`config.mk`:
```
export PLATFORM = sky130hd
export DESIGN_NAME = route_compute_xy
export DESIGN_NICKNAME = d
export VERILOG_FILES = /design/src/rtl/route_compute_xy.sv
export SDC_FILE = /design/constraint.sdc
export NUM_CORES = 1
export LEC_CHECK = 0
export BUFFER_PORTS_ARGS = -buffer_cell sky130_fd_sc_hd__buf_4
export CAP_MARGIN = 20
export CORE_AREA = 2 2 39 41
export DETAILED_ROUTE_END_ITERATION = 8
export DIE_AREA = 0 0 41 43
export HOLD_SLACK_MARGIN = 0.1
export MAX_ROUTING_LAYER = met4
export PLACE_DENSITY_LB_ADDON = 0.08
export SETUP_SLACK_MARGIN = 0.4
export SKIP_CTS_REPAIR_TIMING = 1
export SYNTH_ARGS = -nofsm -noshare
export SYNTH_HDL_FRONTEND = slang
export SYNTH_SLANG_ARGS = --single-unit
export TNS_END_PERCENT = 100
```
`constraint.sdc`:
```
create_clock -name clk -period 0.8 [get_ports clk]
set_clock_uncertainty 0.2 [all_clocks]
set_input_delay 0.08 -clock clk [delete_from_list [all_inputs] [get_ports clk]]
set_output_delay 0.08 -clock clk [all_outputs]
set_load 0.02 [all_outputs]
```
`src/rtl/route_compute_xy.sv`:
```
// rtl/route_compute_xy.sv - registered XY dimension-ordered route computation for a 2-D mesh router
module route_compute_xy #(
  parameter int NUM_ROUTERS    = 16,
  parameter int ROUTER_PER_ROW = 4,
  localparam int ROUTER_ID_BITS = $clog2(NUM_ROUTERS)
) (
  input  logic                      clk,
  input  logic                      reset_n,
  input  logic                      valid_in,
  input  logic [ROUTER_ID_BITS-1:0] current_router,
  input  logic [ROUTER_ID_BITS-1:0] dest_router,
  output logic                      valid_out,
  output logic [1:0]                direction,
  output logic                      eject,
  output logic                      id_error
);

  localparam logic [1:0] DIR_NORTH = 2'b00;
  localparam logic [1:0] DIR_SOUTH = 2'b01;
  localparam logic [1:0] DIR_EAST  = 2'b10;
  localparam logic [1:0] DIR_WEST  = 2'b11;

  localparam int unsigned NR_U  = NUM_ROUTERS;
  localparam int unsigned RPR_U = ROUTER_PER_ROW;

  // Work in 32-bit unsigned so non-power-of-two row widths divide cleanly.
  int unsigned cur_id, dst_id;
  int unsigned cur_row, cur_col, dst_row, dst_col;

  assign cur_id  = 32'(current_router);
  assign dst_id  = 32'(dest_router);
  assign cur_row = cur_id / RPR_U;
  assign cur_col = cur_id % RPR_U;
  assign dst_row = dst_id / RPR_U;
  assign dst_col = dst_id % RPR_U;

  logic [1:0] dir_c;
  logic       eject_c;
  logic       err_c;

  // X is resolved fully before Y, which keeps the routing deadlock-free.
  always_comb begin
    dir_c   = DIR_NORTH;
    eject_c = 1'b0;
    err_c   = 1'b0;
    if (cur_id >= NR_U || dst_id >= NR_U) begin
      err_c = 1'b1;
    end else if (dst_col > cur_col) begin
      dir_c = DIR_EAST;
    end else if (dst_col < cur_col) begin
      dir_c = DIR_WEST;
    end else if (dst_row > cur_row) begin
      dir_c = DIR_SOUTH;
    end else if (dst_row < cur_row) begin
      dir_c = DIR_NORTH;
    end else begin
      eject_c = 1'b1;
    end
  end

  // Data registers only load on a valid request so they hold across idle cycles.
  always_ff @(posedge clk or negedge reset_n) begin
    if (!reset_n) begin
      valid_out <= 1'b0;
      direction <= DIR_NORTH;
      eject     <= 1'b0;
      id_error  <= 1'b0;
    end else begin
      valid_out <= valid_in;
      if (valid_in) begin
        direction <= dir_c;
        eject     <= eject_c;
        id_error  <= err_c;
      end
    end
  end

endmodule

```
==> Word-level counts from Yosys, hierarchy flattened <==
Index checks and enable logic that the tools add are counted.
W data, S select, Z words.
{ "word_totals": {"regBits": 5, "wordCells": 21} }
{ "op_classes": {"order_cmp": 6, "mux": 10, "n_reduce_logical": 1} }
{ "ops": {"columns": ["op", "n"], "rows": [
  ["$ge A4 B5 Y1 const B", 2],
  ["$mux W1", 7],
  ["$mux W2", 3],
  ["$gt A2 B2 Y1", 2],
  ["$lt A2 B2 Y1", 2],
  ["$logic_or A1 B1 Y1", 1]
]} }

==> Logic depth before layout (Yosys ltp) <==
{ "logic_depth": {"depth_word": 6, "mapped_depth": 5, "mapped_depth_nobuf": 5} }

==> Worst setup path after synthesis <==
Ideal clock, no wire load.
{ "synth_timing": {"path_type": "input to register", "from": "input current_router[1]", "to": "register eject", "t_arrival_ns": 0.899, "required_ns": 0.497, "setup_slack_ns": -0.403, "cell_stages": 5, "n_path_buf": 0, "cell_sequence": "inv_1 > ha_1 > and2b_2 > o21ai_2 > o41ai_2"} }
{ "synth_via": {"elab_chain_len": 4, "word_cells_on_any_way": 7} }
{ "synth_lines": {"columns": ["item", "line", "rtl"], "rows": [
  ["start: declaration", "10", "input logic [ROUTER_ID_BITS-1:0] current_router,"],
  ["$lt A2 B2 Y1", "50", "end else if (dst_col < cur_col) begin"],
  ["$mux W1", "50", null],
  ["$mux W1", "48", "end else if (dst_col > cur_col) begin"],
  ["$mux W1 *", "46", "if (cur_id >= NR_U || dst_id >= NR_U) begin"],
  ["end signal: assignment", "72", "eject <= eject_c;"],
  ["end: declaration", "14", "output logic eject,"]
]} }
Mark *: on every way between the ends. The rest lies on a longest branch, timed or not.
A chain may end at the register's enable or synchronous reset.

==> Worst setup path in the final report <==
{ "layout_timing": {"from": "register direction[1]", "to": "output direction[1]"} }
{ "layout_lines": {"columns": ["item", "line", "rtl"], "rows": [
  ["start: declaration", "13", "output logic [1:0] direction,"],
  ["start signal: assignment", "71", "direction <= dir_c;"]
]} }
No word-level cell between the ends.

==> impl_metrics.json <==
{
  "power.switching_uw": 184,
  "nNetsFinal": 62,
  "syn_inst": 27,
  "routedWlPerCell_um": 8.97,
  "gp_congestion": 0.668,
  "crit_path_max_fanout": 2,
  "internal_power_uw": 516,
  "syn_nets": 42,
  "synth-seq-cells": 4,
  "grt_pass1_wl_um": 828,
  "dieArea_um2": 1760,
  "htree_num_levels": 1,
  "numCtsBuffers": 3,
  "num_vias": 238,
  "dr.pass1.iters": 1,
  "startpoint_type": "flip-flop",
  "drt-initial-drc-count": 0,
  "cap_viol_max_count": 0,
  "most-common-layout-cells": "buf_4, buf_6, clkbuf_4",
  "rsz0062_at_grt": "yes",
  "die_h_um": 43,
  "port_buffers": 14,
  "whs_ns": -0.566,
  "powerDensity_nw_per_um2": 1430,
  "critPathBufInv": 1,
  "ys_seq_area_share_pct": 37.4,
  "setup_violations": 7,
  "synth_area_um2": 268,
  "violations": "negative hold slack, negative setup slack",
  "grt.overflow.total": 0,
  "clk_path_buf_depth": 2,
  "synth_warnings": 0,
  "maxSlewViolCount": 0,
  "boundaryPins": 16,
  "area_growth_pct": 83.2,
  "chipWidth_um": 41,
  "grt_max_degree": 7,
  "hold_path.class": "in -> async",
  "synth.area.top_cells": "dfrtp_1, ha_1, o41ai_2",
  "setup_ws_ns": -0.240,
  "drc": 0,
  "leakagePower_uw": 0.000236,
  "synth.distinct_cells": 16,
  "period_share_pct": 130,
  "critPathMaxStageDelay_ns": 0.40,
  "antenna_cells": 0,
  "clock_latency_ns": 0.23,
  "coreArea_um2": 1380,
  "clkPwrFrac_pct": 34.6,
  "final_antenna_net_count": 0,
  "clock-sinks": 4,
  "rows": 14,
  "endpoint_kind": "output port",
  "placed_cells": 57,
  "layout_commonest_cell": "buf_4",
  "grt_usage_pct": 7.32,
  "start_util_pct": 19.3,
  "p_comb_share_pct": 32.2,
  "antenna_found_initial": 0,
  "yosysTopAreaCellShare_pct": 37.4,
  "cts_tree": "yes",
  "cp.required_ns": 0.52,
  "cp_data_arrival_time_ns": 0.76,
  "drive_above_1_share_pct": 64.4,
  "sw_frac_of_total_pct": 26.3,
  "crit_slowest_cell": "dfrtp_2",
  "synth_top_area_cell": "dfrtp_1",
  "crit_family": "flip-flops",
  "ir_drop_uv": 765,
  "period_minus_slack_ns": 1.04,
  "fmax_mhz": 961,
  "clkTransAtPathRegs_ns": 0.04,
  "instances_no_fill": 61,
  "drt-total-wl_um": 547,
  "cts_root_buf": "clkbuf_4",
  "syn_area_per_cell_um2": 9.92,
  "crit_chain": "buf_6",
  "grt_pass1_vias": 225,
  "outcome": "finished with violations",
  "seq_power_share_pct": 33.2,
  "critical_path_class": "reg -> out",
  "vias_per_cell": 3.90,
  "power_uw": 700,
  "hold_violations": 8
}
[synth_stat cells]
library cell,instances
nand2b_1,1
ha_1,4
inv_1,4
conb_1,1
nor2b_1,1
o21a_1,1
o2111ai_1,1
nor2_1,2
nand2_1,2
o22a_1,1
a21oi_1,1
buf_4,1
o41ai_2,1
o21ai_2,1
and2b_2,1
dfrtp_1,4
[final timing paths]
kind / cells past startpoint / from / slack, ns / to
min in group clk: 1 / valid_in / -0.19 / valid_out$_DFF_PN0_
min reg2reg: 1 / direction[1]$_DFFE_PN0P_ / 0.32 / direction[1]$_DFFE_PN0P_
min: 1 / reset_n / -0.57 / eject$_DFFE_PN0P_
max reg2reg: 3 / eject$_DFFE_PN0P_ / -0.17 / eject$_DFFE_PN0P_
max in group asynchronous: 1 / reset_n / 0.85 / direction[0]$_DFFE_PN0P_
max: 1 / direction[1]$_DFFE_PN0P_ / -0.24 / direction[1]
[worst reg2reg max path, cell delays in order, from the launching register on]
cell and delay [ns]:
dfrtp_1 0.38, buf_4 0.13, nand2b_1 0.07, o41ai_2 0.06
[routing by layer]
layer | global-route usage [%] | up-vias | part of all wire (%)
li1 | - | 126 | -
met5 | - | - | 0
met3 | 0 | 0 | 10
met4 | 8.00 | 0 | 0
met1 | 8.74 | 101 | 41
met2 | 10.0 | 11 | 48
[cells by family after synthesis]
kind of cell | synth area share, %
AO/OA/AOI/OAI | 20.6
adder cells (fa/ha/maj) | 18.7
buffers and inverters | 8.41
flip-flops | 37.4
other | 1.40
AND/OR/NAND/NOR | 13.6
[final cells by class]
class	count	area (µm²)
Sequential cell	4	103
Clock buffer	3	22.5
Inverter	4	25.0
Timing Repair Buffer	16	143
Fill cell	144	893
Multi-Input combinational cell	18	178
Tap cell	16	20.0
[registers in the layout (all words and copies together), names as in the netlist]
name       cells
direction      2
valid_out      1
eject          1
[power groups by stage]
stage                     combinational (µW)  clock, µW  sequential (µW)
after global placement                   213          0              231
final                                    226        242              232
after detailed placement                 215          0              231
after global routing                     247        274              234
after CTS                                217        260              229
after floorplan                         97.6          0              252
[through the flow]
stage | setup slack [ns] | TNS [ns] | instance area (µm²) | util [%]
floorplan | -0.291 | -0.769 | 313 | -
CTS | -0.271 | -1.61 | 460 | 33.3
detailed placement | -0.490 | -1.36 | 438 | 31.6
finish | -0.240 | -1.45 | 490 | 35.4
global placement | -0.473 | -1.32 | 438 | 31.6
global route | -0.308 | -1.75 | 490 | 35.4
(Power assumes the default switching activity.)
